## config.mk

```make
export PLATFORM = sky130hd
export DESIGN_NAME = proc_mem_responder
export DESIGN_NICKNAME = d
export VERILOG_FILES = /design/src/rtl/proc_mem_responder.sv
export SDC_FILE = /design/constraint.sdc
export NUM_CORES = 2
export LEC_CHECK = 0
export BUFFER_PORTS_ARGS = -buffer_cell sky130_fd_sc_hd__clkbuf_2
export CAP_MARGIN = 0
export CORE_MARGIN = 4
export CORE_UTILIZATION = 40
export DETAILED_ROUTE_END_ITERATION = 8
export PLACE_DENSITY = 0.61
export SKIP_CTS_REPAIR_TIMING = 1
export SLEW_MARGIN = 20
export SYNTH_ARGS = -nofsm -noshare
export SYNTH_HDL_FRONTEND = slang
export SYNTH_MEMORY_MAX_BITS = 65536
export SYNTH_SLANG_ARGS = --single-unit
```

## constraint.sdc

```tcl
create_clock -name clk -period 17.92 [get_ports clk]
set_input_delay 3.584 -clock clk [delete_from_list [all_inputs] [get_ports clk]]
set_output_delay 3.584 -clock clk [all_outputs]
set_load 0.1 [all_outputs]
```

## src/rtl/proc_mem_responder.sv

```systemverilog
// proc_mem_responder: memory side of the single-cycle processor bus.
// Provides combinational instruction fetch, a word-addressed data RAM,
// a memory-mapped output FIFO with a valid/ready drain, a status word
// and a free-running cycle counter.
module proc_mem_responder #(
  parameter int IMEM_WORDS = 64,
  parameter int DMEM_WORDS = 64,
  parameter int FIFO_DEPTH = 8
) (
  input  logic                          clk,
  input  logic                          rst,
  input  logic [31:0]                   pc,
  output logic [31:0]                   instruction,
  input  logic                          mem_write,
  input  logic [31:0]                   alu_result,
  input  logic [31:0]                   write_data,
  output logic [31:0]                   read_data,
  input  logic                          prog_we,
  input  logic [$clog2(IMEM_WORDS)-1:0] prog_addr,
  input  logic [31:0]                   prog_data,
  output logic [31:0]                   out_data,
  output logic                          out_valid,
  input  logic                          out_ready
);

  localparam int IAW = $clog2(IMEM_WORDS);
  localparam int DAW = $clog2(DMEM_WORDS);
  localparam int PAW = $clog2(FIFO_DEPTH);
  localparam int CW  = PAW + 1;

  // Word indices (byte address >> 2) of the memory-mapped registers.
  localparam logic [29:0] FIFO_WORD = 30'h400;
  localparam logic [29:0] STAT_WORD = 30'h401;
  localparam logic [29:0] CYC_WORD  = 30'h402;

  logic [31:0]    imem_q [IMEM_WORDS];
  logic [31:0]    dmem_q [DMEM_WORDS];
  logic [31:0]    fifo_q [FIFO_DEPTH];

  logic [PAW-1:0] rd_ptr_q, rd_ptr_d;
  logic [PAW-1:0] wr_ptr_q, wr_ptr_d;
  logic [CW-1:0]  count_q, count_d;
  logic           ovf_q, ovf_d;
  logic [31:0]    cycle_q, cycle_d;

  logic [29:0]    pc_word;
  logic [29:0]    d_word;
  logic           dmem_hit, fifo_hit, stat_hit, cyc_hit;
  logic           fifo_full, fifo_empty;
  logic           push_req, push_ok, pop;
  logic [31:0]    status;
  logic           unused_addr_bits;

  // Byte-offset bits never take part in decoding.
  assign unused_addr_bits = ^{pc[1:0], alu_result[1:0]};

  assign pc_word = pc[31:2];
  assign d_word  = alu_result[31:2];

  assign dmem_hit = (d_word < 30'(DMEM_WORDS));
  assign fifo_hit = (d_word == FIFO_WORD);
  assign stat_hit = (d_word == STAT_WORD);
  assign cyc_hit  = (d_word == CYC_WORD);

  assign fifo_full  = (count_q == CW'(FIFO_DEPTH));
  assign fifo_empty = (count_q == '0);

  assign status = {24'h0, 4'(count_q), 1'b0, ovf_q, fifo_empty, fifo_full};

  // Fetch is a plain combinational lookup; words beyond the array read as zero.
  assign instruction = (pc_word < 30'(IMEM_WORDS)) ? imem_q[pc[IAW+1:2]] : 32'h0;

  // Drain port comes from registered state only, so a store never bypasses.
  assign out_valid = !fifo_empty;
  assign out_data  = fifo_q[rd_ptr_q];

  // Load data mux; the FIFO data port and unmapped space read as zero.
  always_comb begin
    read_data = 32'h0;
    if (dmem_hit) begin
      read_data = dmem_q[alu_result[DAW+1:2]];
    end else if (stat_hit) begin
      read_data = status;
    end else if (cyc_hit) begin
      read_data = cycle_q;
    end
  end

  // Next-state for FIFO bookkeeping, overflow flag and cycle counter.
  always_comb begin
    push_req = mem_write && fifo_hit;
    push_ok  = push_req && !fifo_full;
    pop      = !fifo_empty && out_ready;

    rd_ptr_d = rd_ptr_q;
    wr_ptr_d = wr_ptr_q;
    count_d  = count_q;
    ovf_d    = ovf_q;
    cycle_d  = cycle_q + 32'd1;

    if (pop) begin
      rd_ptr_d = rd_ptr_q + PAW'(1);
    end
    if (push_ok) begin
      wr_ptr_d = wr_ptr_q + PAW'(1);
    end

    case ({push_ok, pop})
      2'b10:   count_d = count_q + CW'(1);
      2'b01:   count_d = count_q - CW'(1);
      default: count_d = count_q;
    endcase

    // Fullness is judged before the edge: a drop still flags even if a pop frees a slot.
    if (push_req && !push_ok) begin
      ovf_d = 1'b1;
    end else if (mem_write && stat_hit) begin
      ovf_d = 1'b0;
    end

    if (mem_write && cyc_hit) begin
      cycle_d = 32'h0;
    end
  end

  // Control registers and FIFO storage; reset also clears the head slot.
  always_ff @(posedge clk) begin
    if (rst) begin
      rd_ptr_q  <= '0;
      wr_ptr_q  <= '0;
      count_q   <= '0;
      ovf_q     <= 1'b0;
      cycle_q   <= 32'h0;
      fifo_q[0] <= 32'h0;
    end else begin
      rd_ptr_q <= rd_ptr_d;
      wr_ptr_q <= wr_ptr_d;
      count_q  <= count_d;
      ovf_q    <= ovf_d;
      cycle_q  <= cycle_d;
      if (push_ok) begin
        fifo_q[wr_ptr_q] <= write_data;
      end
    end
  end

  // Data RAM store; contents survive reset but a store in the reset cycle is blocked.
  always_ff @(posedge clk) begin
    if (!rst && mem_write && dmem_hit) begin
      dmem_q[alu_result[DAW+1:2]] <= write_data;
    end
  end

  // Program load works in any cycle, reset included.
  always_ff @(posedge clk) begin
    if (prog_we) begin
      imem_q[prog_addr] <= prog_data;
    end
  end

endmodule

```

[Yosys cells after proc, flatten, opt, wreduce, memory -nomap -nowiden]
Memories as Yosys holds them, arrays and structs flattened. A register that Yosys moved wholly into a read port is not among the register bits.
Cells that the tools add are included.
Operators by class
  add/sub/neg operators: 5
  magnitude comparators: 2
  equal/unequal tests: 6
  muxes and demuxes: 21
  reductions and logical operators: 17
Operator list (count)
  2-to-1 mux 32 bit: 5
  == test 30 x 11 -> 1 bit, second input constant: 3
  less-than comparator 30 x 7 -> 1 bit, second input constant: 2
  adder 32 x 1 -> 32 bit, second input constant: 1
  OR reduction 32 bit: 1
  2-to-1 mux 1 bit: 12
  2-to-1 mux 3 bit: 3
  logical AND 1 bit: 8
  one-hot mux 4 bit (2 select lines): 1
  adder 3 x 1 -> 3 bit, second input constant: 2
  adder 4 x 1 -> 4 bit, second input constant: 1
  == test 4 bit, second input constant: 1
  logical NOT 1 bit: 4
  logical NOT 4 bit: 1
  nonzero test 2 bit: 2
  subtractor 4 x 1 -> 4 bit, second input constant: 1
  == test 2 x 1 -> 1 bit, second input constant: 1
  == test 2 bit, second input constant: 1
  OR reduction 2 bit: 1
Word-level totals
  register bits after elaboration: 43
  memory bits (writable): 4352
  input bits: 139
  output and inout bits: 97
  logic and storage cells: 59
  memories: 3
Memory list
  dmem_q: depth 64, bits a word 32, rd ports 1, clocked after Yosys merged registers in 0, write ports 1, RTL line 37  | logic [31:0] dmem_q [DMEM_WORDS];
  imem_q: depth 64, bits a word 32, rd ports 1, clocked after Yosys merged registers in 0, write ports 1, RTL line 36  | logic [31:0] imem_q [IMEM_WORDS];
  fifo_q: depth 8, bits a word 32, rd ports 1, clocked after Yosys merged registers in 1, write ports 1, RTL line 38  | logic [31:0] fifo_q [FIFO_DEPTH];

[Logic depth before layout (Yosys ltp)]
  word-level depth: 8
  gate-level depth with buffers: 14
  depth with buffers taken out: 11

[Worst setup path after synthesis]
Ideal clock, no wire load.
  path kind: input -> output
  start: input port alu_result[4]
  end: output port read_data[6]
  arrival time: 7484 ps
  required time: 14336 ps
  setup slack: 6852 ps
  cell stages on the path: 9
  buffers on the path: 4
  path through: buf_2 -> inv_1 -> buf_2 -> buf_1 -> buf_1 -> mux2i_1 -> o22ai_1 -> nor2_1 -> a311oi_1
Between the ends
  word-level cells in the longest chain between the ends: 4
  elaborated cells between the ends (all ways): 7
  those cells by class: order compare: 1; eq/ne: 2; mux: 3; memory: 1
RTL lines
  start: declaration: RTL line 15  | input logic [31:0] alu_result,
  branches (longest 3 deep; another with less-than comparator 30 x 7 -> 1 bit)
  2-to-1 mux 32 bit (*): RTL line 80  | if (dmem_hit) begin
  end: declaration: RTL line 17  | output logic [31:0] read_data,
Every way passes the cells marked *.

[Worst setup path in the final report]
  start: input port alu_result[4]
  end: output port read_data[24]
Same word-level chain as after synthesis.

==> run summary <==
The run finished with clean final reports. The congestion estimate from routability-driven global placement came to 0.906. The vertical die dimension is 658 microns, and the arrival time reported for the critical path endpoint is 9060 ps. After detailed routing, the number of vias per cell comes to 6.00. In this run the standard cell core region covers 420000 sq um. The logs give 0 for the count of yosys warnings during synthesis and 87300 for the total vias in the final route. Setup repair after global routing left no endpoint under its margin. For the number of clock sinks, the log shows 4398.

The portion of the clock cycle consumed by the worst path in the final layout was 70.5%. In this run the cell area measured after placement is 179000 sq um. The initial utilization of the core area, before any placement, comes to 40.2%. After synthesis, the largest area contributor takes up 77.4% of total cell area. The run gives 5 as the H-tree depth. Across all setup checks in the final design, the least slack found is 5280 ps.

Counting the fill cells in the layout gives 34700. After synthesis, the share of flip-flops with an asynchronous set or reset is 0%. After clock tree synthesis, the clock-pin slew on the worst setup and hold paths is 60 ps. Registers are responsible for 53.0% of the overall power. The worst-case headroom to the max-slew limit is 10.2%, and the net count reported at finish is 8694. The reported max-cap violation count came out at 0. The tools report the cell leakage power as 60.7 nW.

The setup violation total in the final timing report was 0; the combinational power share was 5.0%. The post-synthesis to final-layout area growth came out at 14.3%. No sink is reached through more buffers than the 4 on the longest clock path. The number of placement rows was 238. After the first detailed-routing iteration, the DRC count stood at 12600. Net switching is 21.5% of the power.

Global routing used 21.9% of the available tracks. The design draws 0.0214 W. The top achievable clock speed is 0.0791 GHz, and the DRC violation count after routing is 0. The flip-flop cell with the highest count after synthesis was edfxtp_1. After routing the design area is 193000 sq um.

For the worst setup path, the data required time is 14340 ps. The element type at the critical path start was a primary input. Pin placement for this block handled 236 I/O pins. TritonCTS built the clock tree. Number of global-route vias before repair: 85500. For the final hold violation count, the log shows 0. After synthesis, the mean cell area works out to 21.0 sq um.

The actual slew at the worst max-slew pin was 1350 ps; the clock skew after layout was 15.6 ps. Yosys mapped a number of flops with a built-in enable equal to 4352. The tools report the die footprint as 432000 sq um.

The path type of the worst setup path is primary input to output pin. The HPWL after detailed placement is 265 mm. After global routing the overflow that remains totals 0. Ranked by total cell area, the synthesized netlist is headed by edfxtp_1, mux4_2, mux2i_1. The number of different library cells used by synthesis comes to 72.

Kind of end point of the critical path: an output pin. Measured along the x axis, the die boundary spans 658 microns. The pin count of the biggest net entering global routing is 100, and the internal power is 0.0168 W. Summed over all nets, the switching power comes to 0.00461 W.

Share of post-route cells with drive strength above 1: 26.6%. Cells fill 45.9% of the core in the end. The number of nets still failing antenna checks after routing is 0.

The area of the mapped netlist is 169000 sq um, and the share of power burned in the clock network is 42.0%. Initial antenna violation count: 41. The detailed-routing iteration count for the pre-antenna-repair pass was 6; the net count of the mapped netlist was 8175.

Across the VDD grid, the largest voltage drop is 0.0913 mV. Summed over all layers, the routed wires come to 485 mm. The largest total area in the synthesized netlist belongs to edfxtp_1. At the later pin of the worst-skew pair, clock insertion delay measures 980 ps. Summing the sequential cell areas from Yosys gives 78.0% of the chip area. The cell count after synthesis came out at 8029. During placement, the flow inserted port buffers numbering 231. Counting the buffers created by CTS gives 437. The register bit count reported by yosys was 4398. In this run the power density over the cells is 111 nW/um^2.

The final count of pins violating max slew came out at 0. The tree is rooted in a clkbuf_16. The worst slack after detailed placement is 5500 ps. The run gives 675 mm as the global-route wire length before repair. The summed negative setup slack over all endpoints is 0 ps. The tightest min-delay check is of the flop to flop type.

Per-cell routed wire length: 33.3 microns. The clock period minus final worst setup slack was 12640 ps; the largest fanout of any net on the critical path was 55.
==> power groups by stage <==
| stage | Clock (W) | Combinational, W | Sequential, W |
|---|---|---|---|
| 3_3_place_gp | 0 | 0.00104 | 0.0116 |
| 2_1_floorplan | 0 | 0.000523 | 0.0116 |
| 6_report | 0.00900 | 0.00108 | 0.0113 |
| 4_1_cts | 0.00912 | 0.00107 | 0.0113 |
| 3_5_place_dp | 0 | 0.00106 | 0.0116 |
| 5_1_grt | 0.00957 | 0.00111 | 0.0113 |
==> metal layers <==
layer  track usage [%]  routed length [microns]  vias to the layer above  part of all wire (%)
met5                 0                       95                        -                 0.020
met4              8.95                    22500                       16                   4.6
met3              4.77                    50900                      944                    10
met2              34.2                   226000                     5105                    47
met1              30.0                   186000                    46400                    38
li1                  -                        -                    34900                     -
==> placed cells by master (no fill, tap or decap), types with 44 or more instances in the layout <==
| cell type | Yosys | routed |
|---|---|---|
| edfxtp_1 | 4352 | 4352 |
| a21oi_1 | 146 | 146 |
| clkinv_1 | 1 | 97 |
| nand2_1 | 139 | 138 |
| a22o_1 | 60 | 60 |
| dfxtp_1 | 46 | 44 |
| clkbuf_16 | 0 | 442 |
| a22oi_1 | 116 | 116 |
| buf_4 | 21 | 335 |
| nor2_4 | 2 | 130 |
| nor2_1 | 314 | 184 |
| clkbuf_2 | 0 | 215 |
| o21ai_0 | 191 | 186 |
| a221oi_1 | 251 | 251 |
| clkinv_2 | 0 | 70 |
| clkbuf_1 | 230 | 110 |
| mux4_2 | 820 | 820 |
| mux2_2 | 197 | 197 |
| o22ai_1 | 135 | 135 |
| mux2i_1 | 327 | 326 |
==> sequential cells by signal, summed over array words and instances (netlist names), named ones only <==
| name | cells |
|---|---|
| imem_q | 2048 |
| ovf_q | 1 |
| cycle_q | 32 |
| wr_ptr_q | 3 |
| rd_ptr_q | 3 |
| fifo_q | 256 |
| dmem_q | 2048 |
| count_q | 4 |
==> cell type report <==
class,count,area (sq um),area share [%]
flip-flops and latches,4398,132000,68.2
multi-input cells,3122,36200,18.7
clock buffers,556,11500,5.98
well taps,5640,7060,3.66
repair buffers,574,3910,2.03
clock inverters,244,2490,1.29
inverters,15,76.3,0.0396
diodes,15,37.5,0.0195
==> through the flow <==
step	hold WS, ps	cells
finish	460	14600
global route	484	14600
CTS	462	14500
detailed placement	447	13700
global placement	442	13700
floorplan	426	8029
==> path summary, 6_finish.rpt <==
| kind | from | endpoint | slack [ps] | cells past startpoint |
|---|---|---|---|---|
| setup / recovery | alu_result[4] | read_data[24] | 5280 | 13 |
| hold / removal | cycle_q[0]$_SDFF_PP0_ | cycle_q[0]$_SDFF_PP0_ | 460 | 1 |
| setup reg to reg | count_q[0]$_SDFFE_PP0P_ | fifo_q[3][19]$_DFFE_PP_ | 14550 | 7 |
| hold reg to reg | cycle_q[0]$_SDFF_PP0_ | cycle_q[0]$_SDFF_PP0_ | 460 | 1 |
==> cells in the mapped netlist, types with 18 or more instances <==
master    instances
xor2_1           21
o22a_1           26
mux4_2          820
a21oi_1         146
edfxtp_1       4352
clkbuf_1        230
a22o_1           60
o22ai_1         135
buf_1            71
mux2_2          197
a31oi_1          18
nor2b_1          45
and2_1           42
a221oi_1        251
a221o_1          34
dfxtp_1          46
buf_4            21
mux2i_1         327
o21ai_0         191
nor2_1          314
nand3_1          34
nand2_1         139
buf_2           171
nor4_1           22
a22oi_1         116
==> critical path: stages <==
cell and delay, ps:
buf_8 420, buf_4 590, buf_4 430, nor2b_4 180, buf_4 290, buf_4 370, a21oi_1 240, o21ai_0 120
a21oi_1 570, nor2_1 270, nor4_1 1050, o21ai_0 230, clkbuf_2 480
==> cell families after synthesis <==
group,synth area share (%)
buffers and inverters,1.31
flip-flops,78.0
AO/OA/AOI/OAI,4.42
adder cells (fa/ha/maj),0.0563
multiplexers,14.2
XOR/XNOR,0.192
AND/OR/NAND/NOR,1.86
(Power assumes the default switching activity.)
